[src/rtl/multi_ctrl_pkg.sv]
// Shared encodings for the multicycle MIPS controller: state codes, opcode/funct
// codes, ALU operation codes and datapath mux select codes.
package multi_ctrl_pkg;

    typedef enum logic [2:0] {
        S_IDLE   = 3'd0,
        S_FETCH  = 3'd1,
        S_DECODE = 3'd2,
        S_EXEC   = 3'd3,
        S_MEM    = 3'd4,
        S_WB     = 3'd5,
        S_FAULT  = 3'd6
    } state_t;

    localparam logic [5:0] OP_RTYPE = 6'h00;
    localparam logic [5:0] OP_J     = 6'h02;
    localparam logic [5:0] OP_JAL   = 6'h03;
    localparam logic [5:0] OP_BEQ   = 6'h04;
    localparam logic [5:0] OP_BNE   = 6'h05;
    localparam logic [5:0] OP_ADDIU = 6'h09;
    localparam logic [5:0] OP_ORI   = 6'h0d;
    localparam logic [5:0] OP_LUI   = 6'h0f;
    localparam logic [5:0] OP_LW    = 6'h23;
    localparam logic [5:0] OP_SW    = 6'h2b;

    localparam logic [5:0] FN_JR   = 6'h08;
    localparam logic [5:0] FN_ADDU = 6'h21;
    localparam logic [5:0] FN_SUBU = 6'h23;
    localparam logic [5:0] FN_AND  = 6'h24;
    localparam logic [5:0] FN_OR   = 6'h25;
    localparam logic [5:0] FN_SLT  = 6'h2a;

    localparam logic [2:0] ALU_ADD = 3'd0;
    localparam logic [2:0] ALU_SUB = 3'd1;
    localparam logic [2:0] ALU_AND = 3'd2;
    localparam logic [2:0] ALU_OR  = 3'd3;
    localparam logic [2:0] ALU_SLT = 3'd4;
    localparam logic [2:0] ALU_LUI = 3'd5;

    localparam logic [1:0] PC_ALU    = 2'd0;
    localparam logic [1:0] PC_BRANCH = 2'd1;
    localparam logic [1:0] PC_JUMP   = 2'd2;
    localparam logic [1:0] PC_RS     = 2'd3;

    localparam logic [1:0] SRCB_RT    = 2'd0;
    localparam logic [1:0] SRCB_FOUR  = 2'd1;
    localparam logic [1:0] SRCB_IMM   = 2'd2;
    localparam logic [1:0] SRCB_IMMSH = 2'd3;

    localparam logic [1:0] DST_RT = 2'd0;
    localparam logic [1:0] DST_RD = 2'd1;
    localparam logic [1:0] DST_RA = 2'd2;

    localparam logic [1:0] WD_ALUOUT = 2'd0;
    localparam logic [1:0] WD_MDR    = 2'd1;
    localparam logic [1:0] WD_PC     = 2'd2;

    localparam logic [1:0] EXT_ZERO = 2'd0;
    localparam logic [1:0] EXT_SIGN = 2'd1;

    // True for every opcode the controller can sequence (R-type funct checked separately).
    function automatic logic op_known(input logic [5:0] op);
        logic known;
        case (op)
            OP_RTYPE, OP_J, OP_JAL, OP_BEQ, OP_BNE,
            OP_ADDIU, OP_ORI, OP_LUI, OP_LW, OP_SW: known = 1'b1;
            default:                                known = 1'b0;
        endcase
        return known;
    endfunction

endpackage

[src/rtl/multi_ctrl_alu_dec.sv]
// R-type funct decoder: maps funct to an ALU operation and flags unsupported functs.
module multi_alu_dec
    import multi_ctrl_pkg::*;
#(
    parameter int ALUOP_W = 3
) (
    input  logic [5:0]         funct,
    output logic [ALUOP_W-1:0] alu_op,
    output logic               funct_legal
);

    always_comb begin
        alu_op      = ALU_ADD;
        funct_legal = 1'b1;
        case (funct)
            FN_ADDU: alu_op = ALU_ADD;
            FN_SUBU: alu_op = ALU_SUB;
            FN_AND:  alu_op = ALU_AND;
            FN_OR:   alu_op = ALU_OR;
            FN_SLT:  alu_op = ALU_SLT;
            FN_JR:   alu_op = ALU_ADD;
            default: funct_legal = 1'b0;
        endcase
    end

endmodule

[src/rtl/multi_ctrl.sv]
// Multicycle MIPS control FSM with memory-stall timeout and sticky fault flags.
// Define MULTI_CTRL_PERF_EN to add the perf_cycles / perf_instret counters.
module multi_ctrl
    import multi_ctrl_pkg::*;
#(
    parameter int ALUOP_W     = 3,
    parameter int TMO_W       = 4,
    parameter int MEM_TIMEOUT = 15
) (
    input  logic               clk,
    input  logic               reset,
    input  logic [5:0]         op,
    input  logic [5:0]         funct,
    input  logic               zero,
    input  logic               mem_ready,
    output logic               mem_read,
    output logic               mem_write,
    output logic               i_or_d,
    output logic               ir_write,
    output logic               pc_write,
    output logic [1:0]         pc_src,
    output logic               alu_src_a,
    output logic [1:0]         alu_src_b,
    output logic [ALUOP_W-1:0] alu_op,
    output logic [1:0]         ext_op,
    output logic               reg_write,
    output logic [1:0]         reg_dst,
    output logic [1:0]         mem2reg,
    output logic [2:0]         state_o,
    output logic               illegal,
    output logic               timeout_err
`ifdef MULTI_CTRL_PERF_EN
    ,
    output logic [31:0]        perf_cycles,
    output logic [31:0]        perf_instret
`endif
);

    // The fault fires on the not-ready cycle that would bring the count to MEM_TIMEOUT.
    localparam logic [TMO_W-1:0] TMO_LAST = TMO_W'(MEM_TIMEOUT - 1);

    state_t             state_reg, state_next;
    logic [TMO_W-1:0]   tmo_reg, tmo_next;
    logic               illegal_reg, illegal_next;
    logic               timeout_reg, timeout_next;
    logic [ALUOP_W-1:0] rtype_alu_op;
    logic               funct_legal;
    logic               instr_legal;
    logic               mem_wait;
    logic               tmo_hit;

    multi_alu_dec #(
        .ALUOP_W (ALUOP_W)
    ) u_alu_dec (
        .funct       (funct),
        .alu_op      (rtype_alu_op),
        .funct_legal (funct_legal)
    );

    assign instr_legal = op_known(op) && ((op != OP_RTYPE) || funct_legal);
    assign mem_wait    = ((state_reg == S_FETCH) || (state_reg == S_MEM)) && !mem_ready;
    assign tmo_hit     = (tmo_reg == TMO_LAST);

    always_ff @(posedge clk or negedge reset) begin
        if (!reset) begin
            state_reg   <= S_IDLE;
            tmo_reg     <= '0;
            illegal_reg <= 1'b0;
            timeout_reg <= 1'b0;
        end else begin
            state_reg   <= state_next;
            tmo_reg     <= tmo_next;
            illegal_reg <= illegal_next;
            timeout_reg <= timeout_next;
        end
    end

    always_comb begin
        state_next = state_reg;
        mem_read   = 1'b0;
        mem_write  = 1'b0;
        i_or_d     = 1'b0;
        ir_write   = 1'b0;
        pc_write   = 1'b0;
        pc_src     = PC_ALU;
        alu_src_a  = 1'b0;
        alu_src_b  = SRCB_RT;
        alu_op     = ALU_ADD;
        ext_op     = EXT_ZERO;
        reg_write  = 1'b0;
        reg_dst    = DST_RT;
        mem2reg    = WD_ALUOUT;

        case (state_reg)
            S_IDLE: state_next = S_FETCH;

            S_FETCH: begin
                mem_read = 1'b1;
                i_or_d   = 1'b0;
                if (mem_ready) begin
                    ir_write   = 1'b1;
                    pc_write   = 1'b1;
                    alu_src_b  = SRCB_FOUR;
                    alu_op     = ALU_ADD;
                    state_next = S_DECODE;
                end else if (tmo_hit) begin
                    state_next = S_FAULT;
                end
            end

            S_DECODE: begin
                // Branch target is precomputed into ALUOut while the opcode is examined.
                alu_src_b = SRCB_IMMSH;
                ext_op    = EXT_SIGN;
                alu_op    = ALU_ADD;
                if (op == OP_J || op == OP_JAL) begin
                    pc_write   = 1'b1;
                    pc_src     = PC_JUMP;
                    state_next = S_FETCH;
                    if (op == OP_JAL) begin
                        reg_write = 1'b1;
                        reg_dst   = DST_RA;
                        mem2reg   = WD_PC;
                    end
                end else if (!instr_legal) begin
                    state_next = S_FAULT;
                end else begin
                    state_next = S_EXEC;
                end
            end

            S_EXEC: begin
                case (op)
                    OP_RTYPE: begin
                        if (funct == FN_JR) begin
                            pc_write   = 1'b1;
                            pc_src     = PC_RS;
                            state_next = S_FETCH;
                        end else begin
                            alu_src_a  = 1'b1;
                            alu_src_b  = SRCB_RT;
                            alu_op     = rtype_alu_op;
                            state_next = S_WB;
                        end
                    end
                    OP_ADDIU, OP_ORI: begin
                        alu_src_a  = 1'b1;
                        alu_src_b  = SRCB_IMM;
                        ext_op     = (op == OP_ADDIU) ? EXT_SIGN : EXT_ZERO;
                        alu_op     = (op == OP_ADDIU) ? ALU_ADD : ALU_OR;
                        state_next = S_WB;
                    end
                    OP_LUI: begin
                        alu_op     = ALU_LUI;
                        ext_op     = EXT_ZERO;
                        state_next = S_WB;
                    end
                    OP_LW, OP_SW: begin
                        alu_src_a  = 1'b1;
                        alu_src_b  = SRCB_IMM;
                        ext_op     = EXT_SIGN;
                        alu_op     = ALU_ADD;
                        state_next = S_MEM;
                    end
                    OP_BEQ, OP_BNE: begin
                        alu_src_a  = 1'b1;
                        alu_op     = ALU_SUB;
                        pc_src     = PC_BRANCH;
                        pc_write   = (op == OP_BEQ) ? zero : !zero;
                        state_next = S_FETCH;
                    end
                    default: state_next = S_FAULT;
                endcase
            end

            S_MEM: begin
                i_or_d    = 1'b1;
                mem_read  = (op == OP_LW);
                mem_write = (op == OP_SW);
                if (mem_ready) begin
                    state_next = (op == OP_LW) ? S_WB : S_FETCH;
                end else if (tmo_hit) begin
                    state_next = S_FAULT;
                end
            end

            S_WB: begin
                reg_write  = 1'b1;
                reg_dst    = (op == OP_RTYPE) ? DST_RD : DST_RT;
                mem2reg    = (op == OP_LW) ? WD_MDR : WD_ALUOUT;
                state_next = S_FETCH;
            end

            S_FAULT: state_next = S_FAULT;

            default: state_next = S_IDLE;
        endcase
    end

    always_comb begin
        tmo_next = tmo_reg;
        if (mem_ready || (state_next != state_reg)) begin
            tmo_next = '0;
        end else if (mem_wait) begin
            tmo_next = tmo_reg + 1'b1;
        end
        illegal_next = illegal_reg | ((state_reg == S_DECODE) && (state_next == S_FAULT));
        timeout_next = timeout_reg | (mem_wait && tmo_hit);
    end

    assign state_o     = state_reg;
    assign illegal     = illegal_reg;
    assign timeout_err = timeout_reg;

`ifdef MULTI_CTRL_PERF_EN
    logic [31:0] cycles_reg, instret_reg;
    logic        retire;

    // An instruction retires whenever control returns to FETCH from a later phase.
    assign retire = (state_next == S_FETCH) &&
                    ((state_reg == S_DECODE) || (state_reg == S_EXEC) ||
                     (state_reg == S_MEM) || (state_reg == S_WB));

    always_ff @(posedge clk or negedge reset) begin
        if (!reset) begin
            cycles_reg  <= '0;
            instret_reg <= '0;
        end else begin
            if (state_reg != S_IDLE && state_reg != S_FAULT) begin
                cycles_reg <= cycles_reg + 32'd1;
            end
            if (retire) begin
                instret_reg <= instret_reg + 32'd1;
            end
        end
    end

    assign perf_cycles  = cycles_reg;
    assign perf_instret = instret_reg;
`endif

endmodule

[config.mk]
export PLATFORM = sky130hd
export DESIGN_NAME = multi_ctrl
export DESIGN_NICKNAME = d
export VERILOG_FILES = /design/src/rtl/multi_ctrl_pkg.sv /design/src/rtl/multi_ctrl_alu_dec.sv /design/src/rtl/multi_ctrl.sv
export SDC_FILE = /design/constraint.sdc
export NUM_CORES = 1
export LEC_CHECK = 0
export CORE_UTILIZATION = 41
export DETAILED_ROUTE_END_ITERATION = 12
export PLACE_DENSITY_LB_ADDON = 0.1
export SETUP_SLACK_MARGIN = 0.15
export SLEW_MARGIN = 20
export SYNTH_ARGS = -nofsm -noshare
export SYNTH_HDL_FRONTEND = slang
export SYNTH_SLANG_ARGS = --single-unit
[constraint.sdc]
create_clock -name clk -period 2 [get_ports clk]
set_input_delay 0.4 -clock clk [delete_from_list [all_inputs] [get_ports clk]]
set_output_delay 0.4 -clock clk [all_outputs]
set_load 0.01 [all_outputs]
==> metrics.cfg, run 1 <==
[yosys]
synth.distinct_cells = 58
synth.cell_area_mm2 = 0.001185
syn_nets = 179
ys.flop_type = dfrtp_1
yosys_register_bits = 9
yosysSeqAreaShare_pct = 19.01
ys_warn_count = 0
async_flop_share_pct = 100.0
synth_top_family_by_area = simple AND/OR/NAND/NOR gates
synth_compound_area_share_pct = 24.60
synthAdderAreaFrac_pct = 2.112
synthXorXnorAreaFrac_pct = 4.435
synth.area.mux_share_pct = 1.795
synth-simple-area-share_pct = 38.44
netlist_instances = 161
synth_edf_count = 0
syn_area_per_cell_um2 = 7.360

[placement]
io_buffers = 39
dp_cells = 271
gp_congestion = 0.9043
hpwl_um = 3280

[clock_tree]
clk_pin_slew_worst_paths_ns = 0.07
cts-root-buf = clkbuf_4
clockBufferDepth = 2
clock_latency_ns = 0.27
cts_tree = built
h-tree-depth = 1
clock-sinks = 9
cts.hold.buffers_added = 0
cts_buffers = 3

[worst_setup_path]
crit_slowest_cell = or2_4
crit_type = input port to output pin
r2r_start = state_o[0]
critPathBufInv = 4
critical_path_required_ns = 1.60
cp-start-kind = input port
crit_chain = buf_6, or2_4, buf_12, nor3_4, inv_2, nor4_4, nand3_1, a21oi_2, buf_2
endpoint_kind = output pin
crit_fanout = 4
crit_family = simple AND/OR/NAND/NOR gates
cpPeakStageDelay_ns = 0.26
worst_ep_arrival_time_ns = 1.83
critical_path.startpoint = op[5]

[finish]
drive_above_1_share_pct = 62.50
area_delta_synth_final_pct = 112.0
final_common_cell = buf_4
stdcell_count = 311
largest_reg_flops = 4
final_util_pct = 91.11
layout_common_cells = buf_4, buf_6, buf_2
fin_nets = 299
num_antenna_cells = 0

[routing]
dr_wl_met2_um = 3160
ant_nets = 0
drc = 0
avgViaCountPerCell = 6.061
wl_met1_um = 2107
drt_wl_total_um = 6054
top_layer_used = met4
wl_per_cell_um = 19.47
wl_met3_um = 385
first_pass_iters = 6
num_vias = 1885
initialDrtViolationCount = 85

[power_and_ir_drop]
leakagePower_uw = 0.001145
peakVddDrop_uv = 812.2
power_density_mw_per_mm2 = 724.8

[sta]
rsz0062_at_grt = true
fin_crit_sh_pct = 111.7
skew_ns = 0.008795
slew_viol_final = 0
setup_tns_ns = -1.664
layout_min_cycle_time_ns = 2.233
hold_viol_final = 0
fin_ws_ns = -0.2331
setup_violations = 12
clock.fmax_mhz = 447.8

[die]
initial_core_util_pct = 42.97
io-pin-count = 41
dieWidth_um = 55.76
coreArea_mm2 = 0.002758
die_area_mm2 = 0.003109
fp-row-count = 19
die_h_um = 55.76

[global_route]
grt_usage_pct = 33.56
grt_start_max_net_pins = 15
antenna_found_initial = 0
grt-ovfl-total = 0
grt_pass1_wl_um = 8224
grt_pass1_vias = 1810

[run_status]
outcome = complete, but fails checks
violations = negative setup slack

[min_path]
min_path_type = input port to async pin

[flow_run]
maxCapViolations = 0

## final cells by class
type | count | area, um2
clock buffer | 4 | 26.28
sequential | 9 | 226.5
multi-input combinational | 131 | 1112
timing repair buffer | 126 | 1071
fill | 111 | 245.2
inverter | 10 | 37.54
tap | 31 | 38.79
## synth_stat cells, drive strengths merged (2+ instances only)
cell type / count / area (um2)
nor3b: 4 / 41.29
or3: 3 / 18.77
nand2: 13 / 48.80
o21ai: 6 / 30.02
o211ai: 2 / 20.02
nor2b: 2 / 12.51
xor2: 4 / 35.03
nor4: 5 / 43.79
a211oi: 5 / 47.54
dfrtp: 9 / 225.2
nand3b: 2 / 15.01
nor2: 20 / 75.07
xnor2: 2 / 17.52
nor3: 8 / 45.04
a21oi: 9 / 45.04
or2: 3 / 18.77
nand4: 3 / 18.77
nand2b: 4 / 30.03
a31oi: 4 / 25.02
buf: 8 / 60.05
nand3: 8 / 40.04
clkbuf: 3 / 12.51
inv: 10 / 37.53
ha: 2 / 25.02
## cells by family (layout without fill, tap and decap cells)
logic type / count (synthesis) / count (layout)
AND/OR/NAND/NOR: 81 / 81
AO/OA/AOI/OAI: 39 / 39
multiplexers: 2 / 2
adder cells (fa/ha/maj): 2 / 2
buffers and inverters: 21 / 140
flip-flops: 9 / 9
XOR/XNOR: 6 / 6
other: 1 / 1
## layer usage
layer,GRT usage (%),up-vias
li1,-,822
met1,37.81,894
met2,60.93,124
met3,3.488,45
met4,19.29,0
met5,0,-
## path summary, 6_finish.rpt
| path | cells past startpoint | slack, ns | endpoint |
|---|---|---|---|
| max in group asynchronous | 1 | 1.22 | tmo_reg[0] |
| min in group clk | 1 | 0.48 | illegal |
| min reg2reg | 1 | 0.48 | illegal |
| max | 9 | -0.23 | alu_op[0] |
| min | 1 | 0.44 | tmo_reg[2] |
| max reg2reg | 9 | -0.04 | tmo_reg[2] |
## power breakdown
part / switching [uW] / internal, uW / leakage [uW]
clock network: 69.6 / 77.1 / 0.0000150
logic: 738 / 683 / 0.00102
registers: 35.5 / 218 / 0.000114
total: 843 / 978 / 0.00114
## worst register-to-register path, cell delays in order (launching register included)
cell,delay [ns]
dfrtp_1,0.44
buf_6,0.18
nand2b_4,0.08
buf_6,0.12
nor4_1,0.05
or3_1,0.40
o21ai_1,0.18
o211ai_1,0.13
buf_4,0.18
nor3_2,0.20
## stage by stage
step	power [uW]	area [um2]	setup WS (ns)	hold slack, ns
5_1_grt	1906	2512	-0.3111	0.4647
6_report	1821	2512	-0.2331	0.4433
2_1_floorplan	797.7	1224	0.009244	0.1044
4_1_cts	1614	2303	-0.2337	0.4434
3_5_place_dp	1326	1968	-0.9911	0.4600
3_3_place_gp	1309	1968	-0.8552	0.4484
## timing repair
action,CTS,global route
endpoints found under the setup margin,27,21
pin swaps,38,28
resized for setup,186,32
cloned,1,0
buffers inserted,25,10
(Power assumes the default switching activity.)
==> inputs of run 2 (changes only) <==
==> constraint.sdc (replaced) <==
create_clock -name clk -period 2 [get_ports clk]
set_input_delay 0.3 -clock clk [delete_from_list [all_inputs] [get_ports clk]]
set_output_delay 0.3 -clock clk [all_outputs]
set_load 0.01 [all_outputs]
==> run 2 against run 1 <==
Against the previous run: the run still ends with negative setup slack left; via count decreased by 4.8%; clock skew decreased by 0.0054 ns; global-route usage fell by 2.6 points.
==> metrics.cfg, run 2 (same netlist as run 1, synthesis figures left out) <==
[run_status]
outcome = complete, but fails checks
violations = negative setup slack

[finish]
fin_nets = 297  ; -0.67%
num_antenna_cells = 0  ; unchanged
area_delta_synth_final_pct = 103.2
final_util_pct = 87.30  ; -3.8 points
nFillCells = 145  ; +31%
largest_reg_flops = 4  ; unchanged
drive_above_1_share_pct = 58.99  ; -3.5 points
layout_common_cells = buf_4, buf_6, nor2_1
final_common_cell = buf_4

[power_and_ir_drop]
power_density_mw_per_mm2 = 774.1  ; +6.8%
peakVddDrop_uv = 1009  ; +24%
leakagePower_uw = 0.001118  ; -2.3%
p_total_uw = 1864  ; +2.3%

[clock_tree]
cts_tree = built
clk_pin_slew_worst_paths_ns = 0.06  ; about the same
cts-root-buf = clkbuf_4
cts_buffers = 3  ; unchanged
clock-sinks = 9  ; unchanged
clockBufferDepth = 2  ; unchanged
clock_latency_ns = 0.26  ; about the same
h-tree-depth = 1  ; unchanged
cts.hold.buffers_added = 0  ; unchanged

[sta]
hold_slack_ns = 0.3340  ; -0.1093 ns
setup_violations = 4  ; -8
slew_viol_final = 0  ; unchanged
fin_crit_sh_pct = 103.9  ; -7.8 points
hold_viol_final = 0  ; unchanged
layout_min_cycle_time_ns = 2.078  ; -0.1555 ns
clock.fmax_mhz = 481.3  ; +7.5%
fin_ws_ns = -0.07767  ; +0.1555 ns
slew_headroom_pct = 49.65
skew_ns = 0.003403  ; -0.005392 ns
worstMarginPinSlew_ns = 0.7458
rsz0062_at_grt = true

[routing]
drc = 0  ; unchanged
ant_nets = 0  ; unchanged
avgViaCountPerCell = 5.806  ; -4.2%
first_pass_iters = 4  ; -2
drt_wl_total_um = 5549  ; -8.3%
wl_per_cell_um = 17.96  ; -7.7%
num_vias = 1794  ; -4.8%
initialDrtViolationCount = 109  ; +28%

[worst_setup_path]
ff2ff_path_depth = 8  ; -1
endpoint_kind = output pin
critical_path_required_ns = 1.70  ; +0.10 ns
r2r_start = state_o[2]
crit_fanout = 3  ; -1
crit_type = input port to output pin
worst_ep_arrival_time_ns = 1.78  ; -0.05 ns
crit_end = pc_write
critical_path.startpoint = op[1]
reg2reg_slack_ns = 0.02  ; +0.06 ns
timing.rr.end = tmo_reg[3]
cp-start-kind = input port

[global_route]
grt_pass1_wl_um = 7555  ; -8.1%
antenna_found_initial = 0  ; unchanged
grt_pass1_vias = 1680  ; -7.2%
grt-ovfl-total = 0  ; unchanged
grt_start_max_net_pins = 12  ; -3
grt_usage_pct = 30.97  ; -2.6 points

[placement]
io_buffers = 39  ; unchanged
gp_congestion = 0.9295  ; +2.8%
place_ws_ns = -0.8245  ; +0.1665 ns
hpwl_um = 3242  ; -1.2%

[min_path]
min_path_type = input port to async pin

[die]
die_area_mm2 = 0.003109  ; unchanged
io-pin-count = 41  ; unchanged
coreArea_mm2 = 0.002758  ; unchanged
fp-row-count = 19  ; unchanged
die_h_um = 55.76  ; unchanged
dieWidth_um = 55.76  ; unchanged
initial_core_util_pct = 42.97  ; unchanged

[flow_run]
maxCapViolations = 0  ; unchanged

## run 2: cell count changes in the layout (fill, tap and decap cells not counted), sizes merged
cell,previous run,this run
clkbuf,4,7
clkdlybuf4s15,0,1
clkdlybuf4s50,6,8
dlymetal6s2s,1,0
dlygate4sd2,2,1
buf,117,111
## run 2: critical path: stages
cell and delay, ns:
buf_2 0.13, buf_6 0.12, buf_4 0.14, or4_4 0.54, a211oi_2 0.27, a211o_1 0.14
buf_2 0.13
## run 2: per-stage QoR
step	cells	setup TNS [ns]	cell area, um2
floorplan	161	0	1185
global placement	274	-11.71	1947
detailed placement	274	-12.40	1947
CTS	301	-0.09365	2231
global route	309	-0.8239	2407
finish	309	-0.2283	2407
## run 2: worst min path at each step
stage	start	endpoint	slack, ns
floorplan	reset	illegal	0.004
global placement	illegal	illegal	0.46
detailed placement	illegal	illegal	0.46
CTS	reset	tmo_reg[2]	0.34
global route	reset	state_o[0]	0.37
finish	reset	tmo_reg[2]	0.33
## run 2: layout make-up
| type | instances | area, um2 | area share [%] |
|---|---|---|---|
| clock buffer | 4 | 26.28 | 1.091 |
| sequential | 9 | 225.2 | 9.356 |
| timing repair buffer | 124 | 1023 | 42.52 |
| inverter | 10 | 37.54 | 1.559 |
| multi-input combinational | 131 | 1056 | 43.87 |
| tap | 31 | 38.79 | 1.611 |
## run 2: where the power goes
| group | total (uW) | leakage [uW] | switching, uW | internal (uW) |
|---|---|---|---|---|
| logic | 1490 | 0.000988 | 736 | 749 |
| clock network | 136 | 0.0000150 | 59.5 | 76.6 |
| registers | 242 | 0.000116 | 25.0 | 217 |
## run 2: per-layer routing
| metal | global-route usage, % | part of all wire (%) | wire length [um] |
|---|---|---|---|
| met3 | 3.256 | 5.7 | 315 |
| met1 | 33.63 | 36 | 2016 |
| met2 | 58.35 | 52 | 2864 |
| met5 | 0 | 0 | 0 |
| met4 | 16.43 | 6.3 | 352 |
## run 2: what timing repair did
item                                   in CTS  in global routing
resized for setup                         154                 43
setup buffers                              23                  8
setup endpoints to repair                  27                 20
pin swaps                                  29                 30
endpoints found under the hold margin       0                  0
